File: src/rtl/vram_arbiter.sv
// Single-port video RAM arbiter: display reads own the port during active video,
// blanking cycles go round-robin to two writers. Define VRAM_ARB_STATS_EN for grant/stall counters.
module vram_arbiter #(
    parameter int ADDR_W    = 19,
    parameter int DATA_W    = 24,
    parameter int MAX_BURST = 4
) (
    input  logic              clk,
    input  logic              resetn,
    input  logic              disp_active,
    input  logic [ADDR_W-1:0] disp_addr,
    output logic [DATA_W-1:0] disp_data,
    output logic              disp_rvalid,
    input  logic              w0_req,
    input  logic [ADDR_W-1:0] w0_addr,
    input  logic [DATA_W-1:0] w0_wdata,
    output logic              w0_gnt,
    input  logic              w1_req,
    input  logic [ADDR_W-1:0] w1_addr,
    input  logic [DATA_W-1:0] w1_wdata,
    output logic              w1_gnt,
    output logic              mem_en,
    output logic              mem_we,
    output logic [ADDR_W-1:0] mem_addr,
    output logic [DATA_W-1:0] mem_wdata,
`ifdef VRAM_ARB_STATS_EN
    output logic [15:0]       stat_wr0,
    output logic [15:0]       stat_wr1,
    output logic [15:0]       stat_stall,
`endif
    input  logic [DATA_W-1:0] mem_rdata
);

    typedef enum logic [1:0] {IDLE, OWN0, OWN1} owner_e;

    localparam logic [3:0] MAX_B = 4'(MAX_BURST);

    owner_e     owner_q, owner_d;
    logic       ptr_q, ptr_d;
    logic [3:0] burst_q, burst_d;
    logic       run_q, run_d;
    logic       rvalid_q, rvalid_d;

    logic       rd;
    logic       gvalid;
    logic       gsel;
    logic       cur, cur_req, oth_req;

    // run_q clears asynchronously with resetn but only sets on a clock edge,
    // so every output is suppressed at once and released synchronously.
    assign run_d = 1'b1;

    always_ff @(posedge clk or negedge resetn) begin
        if (!resetn) begin
            run_q    <= 1'b0;
            owner_q  <= IDLE;
            ptr_q    <= 1'b0;
            burst_q  <= 4'd0;
            rvalid_q <= 1'b0;
        end else begin
            run_q    <= run_d;
            owner_q  <= owner_d;
            ptr_q    <= ptr_d;
            burst_q  <= burst_d;
            rvalid_q <= rvalid_d;
        end
    end

    always_comb begin
        owner_d = owner_q;
        ptr_d   = ptr_q;
        burst_d = burst_q;
        gvalid  = 1'b0;
        gsel    = 1'b0;
        cur     = (owner_q == OWN1);
        cur_req = cur ? w1_req : w0_req;
        oth_req = cur ? w0_req : w1_req;
        rd      = run_q & disp_active;

        if (run_q && !disp_active) begin
            case (owner_q)
                OWN0, OWN1: begin
                    if (cur_req && burst_q < MAX_B) begin
                        gvalid  = 1'b1;
                        gsel    = cur;
                        burst_d = burst_q + 4'd1;
                    end else if (oth_req) begin
                        gvalid  = 1'b1;
                        gsel    = ~cur;
                        burst_d = 4'd1;
                    end else if (cur_req) begin
                        // burst exhausted but nobody else wants the port
                        gvalid  = 1'b1;
                        gsel    = cur;
                        burst_d = 4'd1;
                    end else begin
                        owner_d = IDLE;
                        burst_d = 4'd0;
                    end
                end
                default: begin
                    if (w0_req || w1_req) begin
                        gvalid  = 1'b1;
                        gsel    = (w0_req && w1_req) ? ptr_q : w1_req;
                        burst_d = 4'd1;
                    end else begin
                        owner_d = IDLE;
                        burst_d = 4'd0;
                    end
                end
            endcase
            if (gvalid) begin
                owner_d = gsel ? OWN1 : OWN0;
                ptr_d   = ~gsel;
            end
        end
    end

    assign rvalid_d = rd;

    always_comb begin
        mem_en    = rd | gvalid;
        mem_we    = gvalid;
        mem_addr  = '0;
        mem_wdata = '0;
        if (rd) begin
            mem_addr = disp_addr;
        end else if (gvalid) begin
            mem_addr  = gsel ? w1_addr : w0_addr;
            mem_wdata = gsel ? w1_wdata : w0_wdata;
        end
    end

    assign w0_gnt      = gvalid & ~gsel;
    assign w1_gnt      = gvalid & gsel;
    assign disp_rvalid = rvalid_q;
    assign disp_data   = rvalid_q ? mem_rdata : '0;

`ifdef VRAM_ARB_STATS_EN
    logic [15:0] stat_wr0_q, stat_wr0_d;
    logic [15:0] stat_wr1_q, stat_wr1_d;
    logic [15:0] stat_stall_q, stat_stall_d;
    logic        stall;

    assign stall = run_q & (w0_req | w1_req) & ~gvalid;

    always_comb begin
        stat_wr0_d   = stat_wr0_q;
        stat_wr1_d   = stat_wr1_q;
        stat_stall_d = stat_stall_q;
        if (w0_gnt && stat_wr0_q != 16'hffff)
            stat_wr0_d = stat_wr0_q + 16'd1;
        if (w1_gnt && stat_wr1_q != 16'hffff)
            stat_wr1_d = stat_wr1_q + 16'd1;
        if (stall && stat_stall_q != 16'hffff)
            stat_stall_d = stat_stall_q + 16'd1;
    end

    always_ff @(posedge clk or negedge resetn) begin
        if (!resetn) begin
            stat_wr0_q   <= 16'd0;
            stat_wr1_q   <= 16'd0;
            stat_stall_q <= 16'd0;
        end else begin
            stat_wr0_q   <= stat_wr0_d;
            stat_wr1_q   <= stat_wr1_d;
            stat_stall_q <= stat_stall_d;
        end
    end

    assign stat_wr0   = stat_wr0_q;
    assign stat_wr1   = stat_wr1_q;
    assign stat_stall = stat_stall_q;
`endif

endmodule

File: config.mk
export PLATFORM = sky130hd
export DESIGN_NAME = vram_arbiter
export DESIGN_NICKNAME = d
export VERILOG_FILES = /design/src/rtl/vram_arbiter.sv
export SDC_FILE = /design/constraint.sdc
export NUM_CORES = 1
export LEC_CHECK = 0
export CORE_AREA = 2 2 80 82
export CTS_CLUSTER_DIAMETER = 100
export DETAILED_ROUTE_END_ITERATION = 8
export DIE_AREA = 0 0 82 84
export DONT_BUFFER_PORTS = 1
export PLACE_DENSITY_LB_ADDON = 0.08
export SLEW_MARGIN = 40
export SYNTH_ARGS = -nofsm -noshare
export SYNTH_HDL_FRONTEND = slang
export SYNTH_SLANG_ARGS = --single-unit
File: constraint.sdc
create_clock -name clk -period 2 [get_ports clk]
set_clock_uncertainty 0.05 [all_clocks]
set_input_delay 0.2 -clock clk [delete_from_list [all_inputs] [get_ports clk]]
set_output_delay 0.2 -clock clk [all_outputs]
set_load 0.005 [all_outputs]
Yosys cells after proc, flatten, opt, wreduce, memory -nomap -nowiden
Cells that the tools add are included.
{"block": "classes", "order_cmp": 1, "bitwise": 7, "n_mux": 36, "n_addsub": 1, "n_eq_ne": 6, "reduce_logical": 8}
{"cell": "$mux 24", "count": 4}
{"cell": "$mux 19", "count": 3}
{"cell": "$mux 1", "count": 20}
{"cell": "$mux 2", "count": 7}
{"cell": "$ne 3x3->1 const B", "count": 3}
{"cell": "$mux 4", "count": 2}
{"cell": "$reduce_and 5->1", "count": 1}
{"cell": "$add 4x1->4 const B", "count": 1}
{"cell": "$lt 4x3->1 const B", "count": 1}
{"cell": "$and 1x1->1", "count": 3}
{"cell": "$logic_and 1x1->1", "count": 3}
{"cell": "$ne 3x1->1 const B", "count": 1}
{"cell": "$not 1->1", "count": 3}
{"cell": "$eq 2x1->1 const B", "count": 1}
{"cell": "$eq 2x2->1 const B", "count": 1}
{"cell": "$reduce_and 2->1", "count": 1}
{"cell": "$reduce_or 2->1", "count": 1}
{"cell": "$logic_not 1->1", "count": 1}
{"cell": "$logic_or 1x1->1", "count": 1}
{"cell": "$or 1x1->1", "count": 1}
{"block": "totals", "reg_bits": 9}

Depth between registers and ports, before layout
{"block": "logic_depth", "depth_word": 11, "ltp_mapped": 8, "mapped_depth_nobuf": 6}

Worst setup path after synthesis
OpenSTA, ideal clock, no wires.
{"block": "synth_path", "kind": "register to output", "start": "register owner_q[0]", "end": "output mem_addr[10]", "arrival_time_ns": 1.817, "required_ns": 1.750, "stages_incl_launch_ff": 9, "setup_slack_ns": -0.067, "path_cell_list": "dfrtp_1 inv_1 ha_1 mux2_2 nand3_1 clkbuf_1 clkbuf_1 nand4_1 nand3_1"}
{"block": "synth_via", "elab_chain_cells": 11, "elab_cells_between_ends": 22, "cone_classes": "eq/ne: 2; mux: 17; bitwise: 1; reduce/logical: 2"}
{"item": "from (decl)", "line": "38", "source": "owner_e owner_q, owner_d;"}
{"item": "from (signal assigned)", "line": "62", "source": "owner_q <= owner_d;"}
{"item": "$eq 2x2->1", "line": "75, 81"}
{"item": "$mux 1", "line": "76", "source": "cur_req = cur ? w1_req : w0_req;"}
{"item": "$mux 1", "line": "91", "source": "end else if (cur_req) begin"}
{"item": "$mux 1", "line": "87", "source": "end else if (oth_req) begin"}
{"item": "$mux 1", "line": "83", "source": "if (cur_req && burst_q < MAX_B) begin"}
{"item": "$mux 1", "line": "81", "source": "case (owner_q)"}
{"item": "$mux 1 (2 in series)", "line": "80", "source": "if (run_q && !disp_active) begin"}
{"item": "$mux 19", "line": "129", "source": "mem_addr = gsel ? w1_addr : w0_addr;"}
{"item": "$mux 19 (*)", "line": "128", "source": "end else if (gvalid) begin"}
{"item": "$mux 19 (*)", "line": "126", "source": "if (rd) begin"}
{"item": "to (decl)", "line": "24", "source": "output logic [ADDR_W-1:0] mem_addr,"}
Mark *: on every way between the ends. The rest lies on a longest branch, timed or not. The select of a mux whose other input is x is not followed.

Final worst setup path
{"block": "layout_path", "start": "register burst_q[2]", "end": "output mem_addr[7]"}
{"block": "layout_via", "elab_chain_cells": 9, "elab_cells_between_ends": 13, "cone_classes": "order compare: 1; mux: 11; reduce/logical: 1"}
{"item": "from (decl)", "line": "40", "source": "logic [3:0] burst_q, burst_d;"}
{"item": "from (signal assigned)", "line": "64", "source": "burst_q <= burst_d;"}
{"item": "$lt 4x3->1 (*)", "line": "83"}
{"item": "$logic_and 1x1->1 (*)", "line": "83"}
{"item": "$mux 1", "line": "83"}
{"item": "$mux 1", "line": "81"}
{"item": "$mux 1 (2 in series)", "line": "80"}
{"item": "$mux 19", "line": "129"}
{"item": "$mux 19 (*)", "line": "128"}
{"item": "$mux 19 (*)", "line": "126"}
Marks and branches as above.

==> summary.txt <==
Detailed routing
  – Vias/cell: a little over 6
  – DR iter-0 viols: ~130
  – DRC viols: 0
  – Pre-antenna DRT Iters: 4
  – Drt wl/cell: around 20 um
  – Via Count: roughly 2000
  – Final wirelength: roughly 6700 um
  – Post-route ant nets: 0

Die
  – Die Y: between 80 and 90 um
  – I/O Pins: approximately 210
  – Die W: just over 80 um
  – Core area: 6100 um^2
  – Core Rows: 29
  – Die area: ~6900 um^2
  – Effective utilization at floorplan: 0.290

Pwr
  – Seq pwr share: 0.083
  – Sw Pwr: between 1.5 and 2 mW
  – Sw Ratio: 0.499
  – Max IR drop VDD: ~0.76 mV
  – Combinational fraction of design power: 0.853
  – Clk network pwr share: 0.064
  – Pint: roughly 1.6 mW
  – Lkg Pwr: between 0.8 and 0.9 nW
  – PwrDens: 1450 nW/um^2

Run status
  – Failing checks: setup timing
  – Run status: finished, violations left

Placement
  – Port buffer count: 0
  – DP Area: about 1900 um^2
  – Dpl hpwl: about 4800 um
  – Post-place setup slack: -15.2 ps
  – Placed cells: ~320
  – GP Congestion: around 0.77

Global route
  – Remaining Overflow, GRT: 0
  – First-pass GRT wire length: 9630 um
  – Vias in the first global route: between 1500 and 2000
  – Initial antenna violation count: 0
  – Global-route usage over all layers: 0.173
  – Largest net degree at the start of global routing: a little over 80

STA
  – RSZ-0062 raised after global routing: true
  – Period utilisation layout: 1.09
  – Min setup slack post-route: -189 ps
  – Slew Viols, Final: 0
  – Fin Hold WS: between 300 and 400 ps
  – Fin. Hold Viols: 0
  – Fmax achieved: ~460 MHz
  – Min Tclk post-route: 2190 ps
  – Setup violations, final: between 40 and 50

Setup path
  – Req. time, crit path: 1750 ps
  – Critical Path Fanout Max: 5
  – Startpoint types: register
  – Critical Path End Type: output port
  – WP data arrival: roughly 1900 ps
  – Register-to-Register Path Depth: 6
  – Critical path type: reg2out

CTS
  – Number of CTS-inserted buffers: 3
  – H-tree levels: 1
  – Clock Sinks: 9
  – Clock Latency Late Sink: around 230 ps
  – CTS Buffer Depth: 2
  – Clock-pin slew on the worst setup and hold paths: 50 ps
  – Root Buffer: clkbuf_8
  – CTS tree: done

Cells and area
  – Most common cell after layout, fill and taps aside: nand2_1
  – Register Area: around 230 um^2
  – Multi-input gate area: 1620 um^2
  – Antenna diode count: 0
  – Area grow syn2layout: 28.6%
  – Fin area: between 2000 and 2500 um^2
  – Fillers: 649
  – Share of cells above drive strength 1: 0.274
  – Nets@finish: 390
  – Finished Core Util: 0.373
  – Most frequent cells in the layout: nand2_1, and2_1, nand4_1, a32oi_1, mux2i_1
  – Non-Filler Instances: approximately 330

Flow run
  – Number of max-cap violations: 0

Yosys
  – Synthesized netlist cell count: about 250
  – Seq/Total Area, Yosys: 0.127
  – Synth Register Bits: 9
  – Syn_area_per_cell: approximately 7.0 um^2
  – Post-synthesis cell type count: 36
  – Syn Nets: roughly 390
  – Syn Std Cell Area: between 1500 and 2000 um^2
  – Synth warn: 0

Worst hold path
  – Worst hold path class: in2async
==> power by group through the flow <==
stage | registers (mW) | logic [mW] | clock network [mW]
finish | 0.274 | 2.81 | 0.210
global route | 0.281 | 2.99 | 0.228
CTS | 0.267 | 2.34 | 0.215
detailed placement | 0.262 | 2.03 | 0
global placement | 0.262 | 2.06 | 0
floorplan | 0.253 | 1.48 | 0
==> through the flow <==
step | power, mW | TNS [ps]
6_report | 3.29 | -6690
5_1_grt | 3.50 | -10910
4_1_cts | 2.83 | -6220
3_5_place_dp | 2.30 | -35.3
3_3_place_gp | 2.32 | -441
2_1_floorplan | 1.74 | 0
==> repair_timing <==
item | in CTS | in global routing
pin swaps | 11 | 14
hold buffers | 1 | 0
hold endpoints to repair | 9 | 0
resized for setup | 29 | 23
setup endpoints to repair | 45 | 46
buffers inserted | 1 | 3
gates cloned | 0 | 2
==> worst paths after layout <==
kind | start | endpoint | slack, ps
setup / recovery | burst_q[2] | mem_addr[7] | -190
hold / removal | resetn | disp_rvalid | 310
setup reg to reg | burst_q[2] | owner_q[1] | 50
hold reg to reg | burst_q[1] | burst_q[1] | 440
max in group asynchronous | resetn | owner_q[1] | 1250
min in group clk | disp_active | burst_q[1] | 310
==> synth_stat cells <==
cell type  instances  area share
nand2_1           53        0.11
and2_1            27       0.096
mux2i_1           24        0.14
nand3_1           20       0.057
a32oi_1           19       0.094
nand4_1           19       0.067
o2111ai_1         19       0.094
clkbuf_1          17       0.036
dfrtp_1            9        0.13
buf_2              7       0.020
a21oi_1            3      0.0085
buf_6              3       0.019
ha_1               3       0.021
nor2_1             3      0.0064
o21ai_0            3      0.0085
buf_4              2      0.0085
inv_1              2      0.0042
nor2b_1            2      0.0071
o21ai_1            2      0.0057
a21o_1             1      0.0042
a221o_1            1      0.0057
a221oi_2           1      0.0085
a22o_1             1      0.0050
and3_1             1      0.0035
buf_1              1      0.0021
clkbuf_2           1      0.0028
conb_1             1      0.0021
inv_2              1      0.0021
mux2_2             1      0.0064
nand2b_1           1      0.0035
nor3b_1            1      0.0042
nor4b_1            1      0.0050
o21a_1             1      0.0042
or2_1              1      0.0035
or2_2              1      0.0035
or3b_1             1      0.0050
==> layout make-up <==
| type | instances | share of cell area |
|---|---|---|
| sequential | 9 | 0.0996 |
| inverter | 3 | 0.00495 |
| multi-input combinational | 211 | 0.712 |
| timing repair buffer | 25 | 0.122 |
| tap | 77 | 0.0424 |
| clock buffer | 4 | 0.0198 |
==> worst max-delay path, cell delays in order, from the launching register on <==
cell and delay [ps]:
dfrtp_1 380, or3b_4 420, a221oi_4 350, buf_4 190, clkbuf_16 140, nand4_1 90, nand3_1 140
==> sequential cells by signal, indices dropped and copies added, names as in the netlist <==
register and cells:
burst_q 4, disp_rvalid 1, owner_q 2, ptr_q 1, run_q 1
==> cell families (layout without fill, tap and decap cells) <==
kind of cell    count (synthesis)  count (layout)  synth area share
fa+ha+maj                       3               3            0.0212
buf+inv                        34              32            0.0948
compound gates                 51              51             0.238
simple gates                  131             131             0.374
mux                            25              25             0.142
other cells                     1               1           0.00212
flops                           9               9             0.127
==> layer usage <==
layer | vias to the layer above | wire length (um) | GRT usage
li1 | 952 | - | -
met4 | 0 | 65 | 0.0242
met1 | 937 | 2600 | 0.205
met3 | 10 | 514 | 0.0314
met2 | 134 | 3500 | 0.320
met5 | - | 0 | 0
Note: power is estimated with default switching activity, not from simulation.
